<file path="src/rtl/shift_display_controller.sv">
// shift_display_controller
// Upstream stage of the serial 7-segment display chain. Captures digit values
// and decimal points, encodes them to segment patterns, then starts the
// downstream shift stage, waits for it to finish and pulses the output latch.
// Refresh requests that arrive mid-transfer are merged into one pending request.
// Optional feature macro: LEADING_ZERO_BLANK_EN (blank leading zero digits).

module shift_display_controller #(
  parameter int unsigned NUM_DIGITS       = 4,
  parameter int unsigned LATCH_STB_CYCLES = 2
) (
  input  logic                    i_clk,
  input  logic                    i_reset_n,
  input  logic                    i_clk_stb,
  input  logic                    i_refresh_stb,
  input  logic [4*NUM_DIGITS-1:0] i_digits,
  input  logic [NUM_DIGITS-1:0]   i_dp,
  input  logic                    i_shift_busy,
  output logic [8*NUM_DIGITS-1:0] o_parallel_data,
  output logic                    o_shift_start_stb,
  output logic                    o_serial_latch,
  output logic                    o_busy
);

  localparam int unsigned DATA_W  = 8 * NUM_DIGITS;
  localparam int unsigned LATCH_N = (LATCH_STB_CYCLES < 1) ? 1 : LATCH_STB_CYCLES;
  localparam int unsigned LCNT_W  = (LATCH_N > 1) ? $clog2(LATCH_N) : 1;
  localparam int unsigned WAIT_W  = 2;

  // Last cycle spent waiting for the shift stage to raise busy (4 cycles total)
  localparam logic [WAIT_W-1:0] WAIT_LAST = WAIT_W'(3);
  localparam logic [LCNT_W-1:0] LCNT_LAST = LCNT_W'(LATCH_N - 1);

  typedef enum logic [2:0] {
    S_IDLE,
    S_LOAD,
    S_START,
    S_WAIT_BUSY,
    S_WAIT_DONE,
    S_LATCH
  } state_t;

  state_t              r_state;
  state_t              w_next;
  logic [WAIT_W-1:0]   r_wait_cnt;
  logic [WAIT_W-1:0]   w_wait_cnt_nx;
  logic [LCNT_W-1:0]   r_latch_cnt;
  logic [LCNT_W-1:0]   w_latch_cnt_nx;
  logic                r_pending;
  logic                w_pending_nx;
  logic                w_load;
  logic [DATA_W-1:0]   w_encoded;
  logic [DATA_W-1:0]   r_parallel_data;
  logic                r_shift_start_stb;
  logic                r_serial_latch;
  logic                r_busy;

  // Hex digit to {g,f,e,d,c,b,a} segment pattern
  function automatic logic [6:0] seg7(input logic [3:0] v);
    logic [6:0] s;
    case (v)
      4'h0:    s = 7'h3F;
      4'h1:    s = 7'h06;
      4'h2:    s = 7'h5B;
      4'h3:    s = 7'h4F;
      4'h4:    s = 7'h66;
      4'h5:    s = 7'h6D;
      4'h6:    s = 7'h7D;
      4'h7:    s = 7'h07;
      4'h8:    s = 7'h7F;
      4'h9:    s = 7'h6F;
      4'hA:    s = 7'h77;
      4'hB:    s = 7'h7C;
      4'hC:    s = 7'h39;
      4'hD:    s = 7'h5E;
      4'hE:    s = 7'h79;
      default: s = 7'h71;
    endcase
    return s;
  endfunction

  // Encode all digits, scanning from the most significant digit downward
  always_comb begin
    logic [3:0] w_digit;
    logic [6:0] w_seg;
`ifdef LEADING_ZERO_BLANK_EN
    logic       w_lead;
    w_lead    = 1'b1;
`endif
    w_encoded = '0;
    w_digit   = '0;
    w_seg     = '0;
    for (int k = int'(NUM_DIGITS) - 1; k >= 0; k--) begin
      w_digit = i_digits[4*k +: 4];
      w_seg   = seg7(w_digit);
`ifdef LEADING_ZERO_BLANK_EN
      if ((k != 0) && w_lead && (w_digit == 4'h0)) begin
        w_seg = 7'h00;
      end
      if (w_digit != 4'h0) begin
        w_lead = 1'b0;
      end
`endif
      w_encoded[8*k +: 8] = {i_dp[k], w_seg};
    end
  end

  // Next-state, counter and pending-request logic
  always_comb begin
    w_next         = r_state;
    w_wait_cnt_nx  = r_wait_cnt;
    w_latch_cnt_nx = r_latch_cnt;
    w_pending_nx   = r_pending;
    w_load         = 1'b0;

    // A request outside IDLE (including the cycle we return to IDLE) is queued
    if (i_refresh_stb) begin
      w_pending_nx = 1'b1;
    end

    case (r_state)
      S_IDLE: begin
        if (i_refresh_stb || r_pending) begin
          w_next       = S_LOAD;
          w_pending_nx = 1'b0;
        end
      end
      S_LOAD: begin
        w_load = 1'b1;
        w_next = S_START;
      end
      S_START: begin
        w_wait_cnt_nx = '0;
        w_next        = S_WAIT_BUSY;
      end
      S_WAIT_BUSY: begin
        if (i_shift_busy || (r_wait_cnt == WAIT_LAST)) begin
          w_next = S_WAIT_DONE;
        end else begin
          w_wait_cnt_nx = WAIT_W'(r_wait_cnt + WAIT_W'(1));
        end
      end
      S_WAIT_DONE: begin
        if (!i_shift_busy) begin
          w_latch_cnt_nx = '0;
          w_next         = S_LATCH;
        end
      end
      S_LATCH: begin
        if (i_clk_stb) begin
          if (r_latch_cnt == LCNT_LAST) begin
            w_latch_cnt_nx = '0;
            w_next         = S_IDLE;
          end else begin
            w_latch_cnt_nx = LCNT_W'(r_latch_cnt + LCNT_W'(1));
          end
        end
      end
      default: begin
        w_next = S_IDLE;
      end
    endcase
  end

  // State, counters and registered outputs; outputs follow the next state
  always_ff @(posedge i_clk) begin
    if (!i_reset_n) begin
      r_state           <= S_IDLE;
      r_wait_cnt        <= '0;
      r_latch_cnt       <= '0;
      r_pending         <= 1'b0;
      r_parallel_data   <= '0;
      r_shift_start_stb <= 1'b0;
      r_serial_latch    <= 1'b0;
      r_busy            <= 1'b0;
    end else begin
      r_state           <= w_next;
      r_wait_cnt        <= w_wait_cnt_nx;
      r_latch_cnt       <= w_latch_cnt_nx;
      r_pending         <= w_pending_nx;
      if (w_load) begin
        r_parallel_data <= w_encoded;
      end
      r_shift_start_stb <= (w_next == S_START);
      r_serial_latch    <= (w_next == S_LATCH);
      r_busy            <= (w_next != S_IDLE);
    end
  end

  assign o_parallel_data   = r_parallel_data;
  assign o_shift_start_stb = r_shift_start_stb;
  assign o_serial_latch    = r_serial_latch;
  assign o_busy            = r_busy;

endmodule

</file>
<file path="config.mk">
export PLATFORM = sky130hd
export DESIGN_NAME = shift_display_controller
export DESIGN_NICKNAME = d
export VERILOG_FILES = /design/src/rtl/shift_display_controller.sv
export SDC_FILE = /design/constraint.sdc
export NUM_CORES = 1
export LEC_CHECK = 0
export CORE_UTILIZATION = 35
export CTS_CLUSTER_DIAMETER = 30
export DETAILED_ROUTE_END_ITERATION = 6
export DONT_BUFFER_PORTS = 1
export SLEW_MARGIN = 20
export SYNTH_ARGS = -nofsm -noshare
export SYNTH_HDL_FRONTEND = slang
export SYNTH_SLANG_ARGS = --single-unit
</file>
<file path="constraint.sdc">
create_clock -name i_clk -period 1.55 [get_ports i_clk]
set_input_delay 0.3875 -clock i_clk [delete_from_list [all_inputs] [get_ports i_clk]]
set_output_delay 0.3875 -clock i_clk [all_outputs]
set_load 0.01 [all_outputs]
</file>
# [Yosys cells after proc, flatten, opt, wreduce, memory -nomap -nowiden]
# Memories as Yosys holds them, arrays and structs flattened. A register that Yosys moved wholly into a read port is not among the register bits.
# Index checks and enable logic that the tools add are counted.
[classes] add_sub_neg=2 mul=0 n_div=0 order_cmp=0 n_eq_ne=11 shift=0 muxes=16 bitwise=0 reduce_logical=12
[ops] op="3-bit case mux with 6 select lines" n=1
[ops] op="3-bit two-way mux" n=5
[ops] op="3-bit by 2-bit equality test with 1-bit output (second input constant)" n=3
[ops] op="3-bit equality test (second input constant)" n=3
[ops] op="1-bit two-way mux" n=7
[ops] op="2-bit != test (second input constant)" n=3
[ops] op="1-bit logical NOT" n=4
[ops] op="2-bit case mux with 2 select lines" n=1
[ops] op="2-bit nonzero test" n=2
[ops] op="3-bit by 1-bit equality test with 1-bit output (second input constant)" n=1
[ops] op="3-bit logical NOT" n=1
[ops] op="3-bit AND reduction" n=1
[ops] op="3-bit nonzero test" n=1
[ops] op="2-bit by 1-bit adder with 2-bit output (second input constant)" n=1
[ops] op="2-bit equality test (second input constant)" n=1
[ops] op="1-bit logical OR" n=2
[ops] op="2-bit two-way mux" n=1
[ops] op="1-bit case mux with 2 select lines" n=1
[ops] op="2-bit AND reduction" n=1
[ops] op="1-bit adder (second input constant)" n=1
[totals] register_bits=42 latch_bits=0 mem_bits_rw=0 romBits=448 in_bits=25 out_inout_bits=35 word_cells=53 n_memories=4
[memory_table] name="(no name shown)" words=16 word_bits=7 read_ports=1 rd_clocked_by_memory_dff=1 wr=0 line_no="61" rtl="case (v)"
[memory_table] name="(no name shown)" words=16 word_bits=7 read_ports=1 rd_clocked_by_memory_dff=1 wr=0 line_no="61"
[memory_table] name="(no name shown)" words=16 word_bits=7 read_ports=1 rd_clocked_by_memory_dff=1 wr=0 line_no="61"
[memory_table] name="(no name shown)" words=16 word_bits=7 read_ports=1 rd_clocked_by_memory_dff=1 wr=0 line_no="61"

# [Depth between registers and ports, before layout]
# Gate-level depths: netlist of the first run.
[depth] word_depth=5 mapped_depth=7 depth_no_buf=6

# [Worst setup path after synthesis of the first run]
# No wires, ideal clock.
[synth_timing] path_type="register -> register" start="reg r_state[2]" end="reg r_parallel_data[1], in the netlist o_parallel_data[1]" setup_time_ns=0.066 arrival_ns=1.413 required_time_ns=1.484 slack_ns=0.072 stages_incl_launch_ff=7 n_path_buf=3 synth_period_minus_slack_ns=1.478 path_cell_list="dfxtp_1 > buf_6 > or3b_1 > buf_6 > buf_6 > a221o_1 > a21boi_2"
[synth_via] elab_chain_cells=2
[synth_rtl] item="start: declaration" line_no="43" rtl="state_t r_state;"
[synth_rtl] item="start signal: assignment" line_no="177" rtl="r_state <= w_next;"
[synth_rtl] item="3-bit by 1-bit equality test with 1-bit output" line_no="121" rtl="case (r_state)"
[synth_rtl] item="1-bit two-way mux" line_no="121"
[synth_rtl] item="end: declaration" line_no="53" rtl="logic [DATA_W-1:0] r_parallel_data;"
# Every way passes these cells.
# A chain may end at the register's enable or synchronous reset.

# [Worst setup path after layout of the first run]
[layout_timing] start="reg r_state[2]" end="reg r_parallel_data[10], in the netlist o_parallel_data[10]"
# The elaborated chain is that of the path after synthesis.

==> results of run 1 <==
[how the worst max path moves through the flow]
stage,from,end,slack (ps),cells past startpoint
floorplan,r_state[2]$_SDFF_PN0_,o_parallel_data[1]$_SDFFE_PN0P_,70,6
global placement,i_digits[8],o_parallel_data[19]$_SDFFE_PN0P_,120,5
detailed placement,i_digits[4],o_parallel_data[9]$_SDFFE_PN0P_,90,6
CTS,r_state[2]$_SDFF_PN0_,o_parallel_data[2]$_SDFFE_PN0P_,110,5
global route,r_state[1]$_SDFF_PN0_,r_state[0]$_SDFF_PN0_,7,5
finish,r_state[2]$_SDFF_PN0_,o_parallel_data[10]$_SDFFE_PN0P_,120,5
[per-stage QoR]
step | total power (uW) | cell area [um^2] | setup WS [ps] | utilization, % | std cells
final | 2610 | 2740 | 122 | 39.4 | 385
after global routing | 2780 | 2740 | 7.24 | 39.4 | 385
after CTS | 2650 | 2730 | 112 | 39.4 | 385
after detailed placement | 1970 | 2660 | 91.1 | 38.3 | 378
after global placement | 1950 | 2660 | 118 | 38.3 | 378
after floorplan | 1820 | 2560 | 71.6 | - | 296
[cells in the mapped netlist, types with 5 or more instances]
| cell type | instances | area [um^2] |
|---|---|---|
| sky130_fd_sc_hd__o21ai_0 | 24 | 120 |
| sky130_fd_sc_hd__o311ai_0 | 11 | 96.3 |
| sky130_fd_sc_hd__a21oi_1 | 13 | 65.1 |
| sky130_fd_sc_hd__ha_1 | 29 | 363 |
| sky130_fd_sc_hd__a21boi_0 | 21 | 158 |
| sky130_fd_sc_hd__nor2b_1 | 27 | 169 |
| sky130_fd_sc_hd__nor2_1 | 9 | 33.8 |
| sky130_fd_sc_hd__inv_1 | 17 | 63.8 |
| sky130_fd_sc_hd__clkbuf_1 | 15 | 56.3 |
| sky130_fd_sc_hd__dfxtp_1 | 42 | 841 |
| sky130_fd_sc_hd__nand3_1 | 5 | 25.0 |
| sky130_fd_sc_hd__nand2_1 | 31 | 116 |
| sky130_fd_sc_hd__and2_1 | 11 | 68.8 |
[critical path, stage by stage (launching register included)]
cell and delay, ps:
sky130_fd_sc_hd__dfxtp_1 320, sky130_fd_sc_hd__or3b_1 410, sky130_fd_sc_hd__buf_12 200, sky130_fd_sc_hd__a221oi_1 260
sky130_fd_sc_hd__a21oi_1 70, sky130_fd_sc_hd__nor2b_1 100
[cell type report]
type	instances	area, um^2	area share (%)
Timing Repair Buffer	5	62.6	2.28
Clock buffer	7	76.3	2.79
Multi-Input combinational cell	218	1580	57.5
Tap cell	96	120	4.39
Sequential cell	42	841	30.7
Inverter	17	63.8	2.33
[power by group through the flow]
stage / logic, uW / registers (uW) / clock network, uW
after floorplan: 443 / 1380 / 0
final: 565 / 1370 / 671
after global placement: 554 / 1400 / 0
after detailed placement: 564 / 1400 / 0
after CTS: 567 / 1380 / 703
after global routing: 635 / 1390 / 753
[registers in the layout, summed over array words and instances (netlist names)]
name               flops
r_pending              1
o_parallel_data       32
o_serial_latch         1
r_state                3
r_wait_cnt             2
o_shift_start_stb      1
o_busy                 1
r_latch_cnt            1
[cells by family (layout without fill, tap and decap cells)]
kind of cell | after synthesis | after routing | share of synthesized area (%)
AND/OR/NAND/NOR | 93 | 93 | 18.8
AO/OA/AOI/OAI | 90 | 90 | 23.8
flip-flops | 42 | 42 | 32.8
buffers and inverters | 36 | 29 | 6.20
adder cells (fa/ha/maj) | 29 | 29 | 14.2
multiplexers | 5 | 5 | 3.91
XOR/XNOR | 1 | 1 | 0.342
[timing repair]
action	4_1_cts	5_1_grt
resized for setup	0	1
setup endpoints to repair	0	1
setup buffers	0	0
[layer usage]
metal  global-route usage [%]  routed length (um)
met5                        0                   0
met4                     4.92                  80
met3                     4.24                 262
met2                     23.5                2520
met1                     18.8                2540
==> impl_results.html, run 1 <==
<table>
<tr><th>Metric</th><th>Value</th></tr>
<tr><th colspan="2">Power and ir drop</th></tr>
<tr><td>Pwr/cell area</td><td>952 nW/um^2</td></tr>
<tr><td>Fraction of power consumed by combinational cells</td><td>21.7%</td></tr>
<tr><td>Internal power</td><td>1790 uW</td></tr>
<tr><td>Share of power burned in registers</td><td>52.6%</td></tr>
<tr><td>Switch share</td><td>31.4%</td></tr>
<tr><td>Power spent charging and discharging nets</td><td>820 uW</td></tr>
<tr><td>Fraction of power consumed by the clock network</td><td>25.7%</td></tr>
<tr><td>Total leakage power</td><td>0.00106 uW</td></tr>
<tr><td>Worst VDD drop</td><td>0.328 mV</td></tr>
<tr><th colspan="2">Worst setup path</th></tr>
<tr><td>Setup CP Type</td><td>reg -&gt; reg</td></tr>
<tr><td>Maximum net fanout on the critical path</td><td>35</td></tr>
<tr><td>Flop2flop setup slack</td><td>120 ps</td></tr>
<tr><td>Capture instance of the worst register-to-register path</td><td>o_parallel_data[10]$_SDFFE_PN0P_</td></tr>
<tr><td>Crit start category</td><td>register</td></tr>
<tr><td>R2R cell count</td><td>5</td></tr>
<tr><td>Endpoint type of the worst setup path</td><td>register</td></tr>
<tr><td>Data arrival time of the critical path</td><td>1660 ps</td></tr>
<tr><td>Required @ worst endpoint</td><td>1780 ps</td></tr>
<tr><td>Startpoint of the most critical register-to-register path</td><td>r_state[2]$_SDFF_PN0_</td></tr>
<tr><th colspan="2">Placed design</th></tr>
<tr><td>Port Buf Inserts</td><td>0</td></tr>
<tr><td>DP Wirelength</td><td>3790 um</td></tr>
<tr><td>Gpl congestion</td><td>0.779</td></tr>
<tr><th colspan="2">GRT</th></tr>
<tr><td>Wire length of the first global-routing pass</td><td>8780 um</td></tr>
<tr><td>Total routing usage reported by global routing</td><td>14.6%</td></tr>
<tr><td>Number of global-route vias before repair</td><td>1,799</td></tr>
<tr><td>Largest net degree at the start of global routing</td><td>43</td></tr>
<tr><td>Initial antenna violation count</td><td>0</td></tr>
<tr><td>Remaining Overflow, GRT</td><td>0</td></tr>
<tr><th colspan="2">Clocking</th></tr>
<tr><td>Clk slew on worst S/H paths</td><td>80 ps</td></tr>
<tr><td>CTS Sinks</td><td>42</td></tr>
<tr><td>Number of CTS-inserted buffers</td><td>5</td></tr>
<tr><td>TritonCTS clock tree</td><td>yes</td></tr>
<tr><td>Clk Tree Root Cell</td><td>sky130_fd_sc_hd__clkbuf_8</td></tr>
<tr><td>H-tree Lvls</td><td>2</td></tr>
<tr><td>Total of hold buffers inserted after clock tree synthesis</td><td>0</td></tr>
<tr><td>Maximum number of buffers from clock root to sink</td><td>2</td></tr>
<tr><td>Latest clock arrival within the worst-skew pair</td><td>290 ps</td></tr>
<tr><th colspan="2">Route</th></tr>
<tr><td>ANT nets after route</td><td>0</td></tr>
<tr><td>Total number of vias</td><td>1,941</td></tr>
<tr><td>Initial DRT Pass Iterations</td><td>4</td></tr>
<tr><td>Starting DRT DRC Count</td><td>68</td></tr>
<tr><td>Drt wl/cell</td><td>14.0 um</td></tr>
<tr><td>Drt total wl</td><td>5400 um</td></tr>
<tr><td>DR DRC count</td><td>0</td></tr>
<tr><td>Via density</td><td>5.04</td></tr>
<tr><th colspan="2">Synthesis</th></tr>
<tr><td>Share of the yosys chip area belonging to registers</td><td>32.8%</td></tr>
<tr><td>Mapped cell area</td><td>2560 um^2</td></tr>
<tr><td>Avg Inst Size Synth</td><td>8.66 um^2</td></tr>
<tr><td>Post-synth ARST share</td><td>0%</td></tr>
<tr><td>Leading register cell type out of synthesis</td><td>sky130_fd_sc_hd__dfxtp_1</td></tr>
<tr><td>Library cells used by synthesis</td><td>36</td></tr>
<tr><td>Yosys warns</td><td>0</td></tr>
<tr><td>Flops &amp; latches, synth</td><td>42</td></tr>
<tr><td>Number of nets in the synthesized netlist</td><td>350</td></tr>
<tr><td>Number of synthesized flops with an enable pin</td><td>0</td></tr>
<tr><td>Post-Syn Instances</td><td>296</td></tr>
<tr><th colspan="2">Run status</th></tr>
<tr><td>Outcome</td><td>complete, no violations</td></tr>
<tr><th colspan="2">Floorplan</th></tr>
<tr><td>Number of top-level pins</td><td>60</td></tr>
<tr><td>Starting density of the core</td><td>36.9%</td></tr>
<tr><td>Core Area</td><td>6940 um^2</td></tr>
<tr><td>Num rows</td><td>30</td></tr>
<tr><td>Die Width</td><td>87.6 um</td></tr>
<tr><td>Die area</td><td>7670 um^2</td></tr>
<tr><td>Vertical die dimension</td><td>87.6 um</td></tr>
<tr><th colspan="2">Final layout</th></tr>
<tr><td>Commonest non-fill, non-tap cell in the layout</td><td>sky130_fd_sc_hd__dfxtp_1</td></tr>
<tr><td>Commonest cells after routing, fill and taps aside</td><td>sky130_fd_sc_hd__dfxtp_1 (42), sky130_fd_sc_hd__nand2_1 (31), sky130_fd_sc_hd__ha_1 (29), sky130_fd_sc_hd__nor2b_1 (27), sky130_fd_sc_hd__o21ai_0 (24)</td></tr>
<tr><td>Number of nets in the final layout</td><td>343</td></tr>
<tr><td>Antenna Diode Count</td><td>0</td></tr>
<tr><td>Filler Cell Count</td><td>716</td></tr>
<tr><td>Layout overhead on the synthesized area</td><td>6.88%</td></tr>
<tr><td>Layout cells sized above 1</td><td>5.88%</td></tr>
<tr><th colspan="2">STA</th></tr>
<tr><td>Unrepaired setup endpoints after global routing</td><td>false</td></tr>
<tr><td>Worst clock skew</td><td>4.50 ps</td></tr>
<tr><td>Slew margin rel.</td><td>72.0%</td></tr>
<tr><td>Max-slew violation count</td><td>0</td></tr>
<tr><td>Min Clock Period, post-route</td><td>1430 ps</td></tr>
<tr><td>Hold Violations, Final</td><td>0</td></tr>
<tr><td>Achievable frequency</td><td>0.700 GHz</td></tr>
<tr><td>Fin crit share</td><td>92.1%</td></tr>
<tr><td>Setup-violating endpoint count in the final report</td><td>0</td></tr>
<tr><td>Final total negative setup slack</td><td>0 ps</td></tr>
<tr><td>Worst Tran Pin Value</td><td>416 ps</td></tr>
<tr><td>Final-layout worst hold slack</td><td>221 ps</td></tr>
<tr><th colspan="2">Worst hold path</th></tr>
<tr><td>Hold Crit Depth</td><td>1</td></tr>
<tr><td>Destination of the worst hold path</td><td>o_serial_latch$_SDFF_PN0_</td></tr>
<tr><td>Hold/Removal Path Class</td><td>in -&gt; reg</td></tr>
<tr><td>Min-delay src</td><td>i_reset_n</td></tr>
<tr><th colspan="2">Flow run</th></tr>
<tr><td>Max-cap check violation count</td><td>0</td></tr>
</table>
Note: power is estimated with default switching activity, not from simulation.
==> run 2: changes to the inputs <==
--- a/config.mk
+++ b/config.mk
@@ -5,6 +5,7 @@
 export SDC_FILE = /design/constraint.sdc
 export NUM_CORES = 1
 export LEC_CHECK = 0
+export CORE_MARGIN = 2
 export CORE_UTILIZATION = 35
 export CTS_CLUSTER_DIAMETER = 30
 export DETAILED_ROUTE_END_ITERATION = 6
==> run 2 against run 1 <==
Against the previous run:
- register-to-register slack improved by 30 ps
- worst hold slack improved by 4.8 ps
- sequential share of layout area decreased by 0.65 points
- critical path type unchanged
==> impl_results.html, run 2 (synthesis gave the netlist of run 1 again) <==
<table>
<tr><th>Metric</th><th>Value</th></tr>
<tr><th colspan="2">Run status</th></tr>
<tr><td>Outcome</td><td>complete, no violations</td></tr>
<tr><th colspan="2">STA</th></tr>
<tr><td>Final total negative setup slack</td><td>0 ps</td></tr>
<tr><td>Achievable frequency</td><td>0.716 GHz</td></tr>
<tr><td>Worst clock skew</td><td>7.95 ps</td></tr>
<tr><td>Unrepaired setup endpoints after global routing</td><td>false</td></tr>
<tr><td>Final-layout worst hold slack</td><td>225 ps</td></tr>
<tr><td>Fin crit share</td><td>90.2%</td></tr>
<tr><td>Slew margin rel.</td><td>67.3%</td></tr>
<tr><td>Hold Violations, Final</td><td>0</td></tr>
<tr><td>Min Clock Period, post-route</td><td>1400 ps</td></tr>
<tr><td>Setup-violating endpoint count in the final report</td><td>0</td></tr>
<tr><td>Max-slew violation count</td><td>0</td></tr>
<tr><td>Worst Tran Pin Value</td><td>486 ps</td></tr>
<tr><th colspan="2">GRT</th></tr>
<tr><td>Wire length of the first global-routing pass</td><td>8490 um</td></tr>
<tr><td>Total routing usage reported by global routing</td><td>13.6%</td></tr>
<tr><td>Largest net degree at the start of global routing</td><td>43</td></tr>
<tr><td>Remaining Overflow, GRT</td><td>0</td></tr>
<tr><td>Number of global-route vias before repair</td><td>1,782</td></tr>
<tr><td>Initial antenna violation count</td><td>0</td></tr>
<tr><th colspan="2">Worst setup path</th></tr>
<tr><td>Largest stage delay on the critical path</td><td>410 ps</td></tr>
<tr><td>Setup CP Type</td><td>reg -&gt; reg</td></tr>
<tr><td>Crit path buffers/inverters</td><td>1</td></tr>
<tr><td>Highest-delay cell along the critical path</td><td>sky130_fd_sc_hd__or3b_4</td></tr>
<tr><td>Crit start category</td><td>register</td></tr>
<tr><td>Required @ worst endpoint</td><td>1790 ps</td></tr>
<tr><td>Endpoint type of the worst setup path</td><td>register</td></tr>
<tr><td>Data arrival time of the critical path</td><td>1630 ps</td></tr>
<tr><td>Crit path cell chain</td><td>or3b_4, buf_12, a221oi_1, a21oi_1, nor2b_1</td></tr>
<tr><td>Maximum net fanout on the critical path</td><td>22</td></tr>
<tr><td>Delay-heaviest family, CP</td><td>simple AND/OR/NAND/NOR gates</td></tr>
<tr><th colspan="2">Route</th></tr>
<tr><td>DR DRC count</td><td>0</td></tr>
<tr><td>Via density</td><td>5.18</td></tr>
<tr><td>Starting DRT DRC Count</td><td>59</td></tr>
<tr><td>Initial DRT Pass Iterations</td><td>4</td></tr>
<tr><td>Drt total wl</td><td>5490 um</td></tr>
<tr><td>Drt wl/cell</td><td>13.9 um</td></tr>
<tr><td>Total number of vias</td><td>2,039</td></tr>
<tr><td>ANT nets after route</td><td>0</td></tr>
<tr><th colspan="2">Clocking</th></tr>
<tr><td>Number of gates resized after CTS</td><td>0</td></tr>
<tr><td>CTS Sinks</td><td>42</td></tr>
<tr><td>Total of hold buffers inserted after clock tree synthesis</td><td>0</td></tr>
<tr><td>Clk Tree Root Cell</td><td>sky130_fd_sc_hd__clkbuf_8</td></tr>
<tr><td>Post-CTS setup repair buffer count</td><td>0</td></tr>
<tr><td>Maximum number of buffers from clock root to sink</td><td>2</td></tr>
<tr><td>TritonCTS clock tree</td><td>yes</td></tr>
<tr><td>H-tree Lvls</td><td>2</td></tr>
<tr><td>Clk slew on worst S/H paths</td><td>90 ps</td></tr>
<tr><td>Number of CTS-inserted buffers</td><td>5</td></tr>
<tr><td>Latest clock arrival within the worst-skew pair</td><td>290 ps</td></tr>
<tr><th colspan="2">Final layout</th></tr>
<tr><td>Layout overhead on the synthesized area</td><td>9.18%</td></tr>
<tr><td>Commonest cells after routing, fill and taps aside</td><td>sky130_fd_sc_hd__dfxtp_1 (42), sky130_fd_sc_hd__nand2_1 (31), sky130_fd_sc_hd__ha_1 (29), sky130_fd_sc_hd__nor2b_1 (27), sky130_fd_sc_hd__o21ai_0 (24)</td></tr>
<tr><td>Largest register FFs</td><td>32</td></tr>
<tr><td>Antenna Diode Count</td><td>0</td></tr>
<tr><td>Filler Cell Count</td><td>717</td></tr>
<tr><td>Number of nets in the final layout</td><td>348</td></tr>
<tr><td>Layout cells sized above 1</td><td>8.81%</td></tr>
<tr><td>Core Util, Final</td><td>39.0%</td></tr>
<tr><td>Commonest non-fill, non-tap cell in the layout</td><td>sky130_fd_sc_hd__dfxtp_1</td></tr>
<tr><th colspan="2">Placed design</th></tr>
<tr><td>DP Wirelength</td><td>3980 um</td></tr>
<tr><td>Gpl congestion</td><td>0.813</td></tr>
<tr><td>Port Buf Inserts</td><td>0</td></tr>
<tr><th colspan="2">Worst hold path</th></tr>
<tr><td>Hold/Removal Path Class</td><td>in -&gt; reg</td></tr>
<tr><th colspan="2">Floorplan</th></tr>
<tr><td>Die area</td><td>8020 um^2</td></tr>
<tr><td>Vertical die dimension</td><td>89.6 um</td></tr>
<tr><td>Num rows</td><td>31</td></tr>
<tr><td>Die Width</td><td>89.6 um</td></tr>
<tr><td>Core Area</td><td>7180 um^2</td></tr>
<tr><td>Starting density of the core</td><td>35.7%</td></tr>
<tr><td>Number of top-level pins</td><td>60</td></tr>
<tr><th colspan="2">Power and ir drop</th></tr>
<tr><td>Total leakage power</td><td>0.00110 uW</td></tr>
<tr><td>Pwr/cell area</td><td>960 nW/um^2</td></tr>
<tr><td>Worst VDD drop</td><td>0.343 mV</td></tr>
<tr><td>Final total power</td><td>2690 uW</td></tr>
<tr><th colspan="2">Flow run</th></tr>
<tr><td>Max-cap check violation count</td><td>0</td></tr>
</table>
run 2: cell type report:
class	instances	area [um^2]	area share [%]
inverters	17	63.8	2.28
well taps	99	124	4.43
multi-input cells	218	1580	56.6
clock inverters	2	13.8	0.492
clock buffers	6	72.6	2.59
flip-flops and latches	42	841	30.1
repair buffers	10	100	3.58
run 2: final timing paths:
kind                                                       start                                to  slack [ps]  cells after the start
worst max-delay path                       r_state[2]$_SDFF_PN0_  o_parallel_data[18]$_SDFFE_PN0P_         150                      5
worst min-delay path                                   i_reset_n  o_parallel_data[28]$_SDFFE_PN0P_         230                      1
worst max register to register             r_state[2]$_SDFF_PN0_  o_parallel_data[18]$_SDFFE_PN0P_         150                      5
worst min register to register  o_parallel_data[15]$_SDFFE_PN0P_  o_parallel_data[15]$_SDFFE_PN0P_         510                      2
run 2: stage by stage:
step	std cells	cell area, um^2	setup WS [ps]
6_report	394	2800	153
5_1_grt	394	2800	26.7
3_3_place_gp	386	2700	109
3_5_place_dp	386	2700	90.0
4_1_cts	394	2780	111
2_1_floorplan	296	2560	71.6
run 2: per-layer routing:
metal  routed length [um]  global-route usage (%)  share of wire [%]  vias to the layer above
met1                 2630                    17.8                 48                      955
met3                  289                    4.34                5.3                        2
met2                 2540                    21.5                 46                       45
met4                   31                    4.07               0.56                        0
met5                    0                       0                  0                        -
li1                     -                       -                  -                     1037
run 2: report_power, final:
part | switching [uW] | internal [uW]
Clock | 393 | 319
Combinational | 314 | 288
Sequential | 151 | 1220
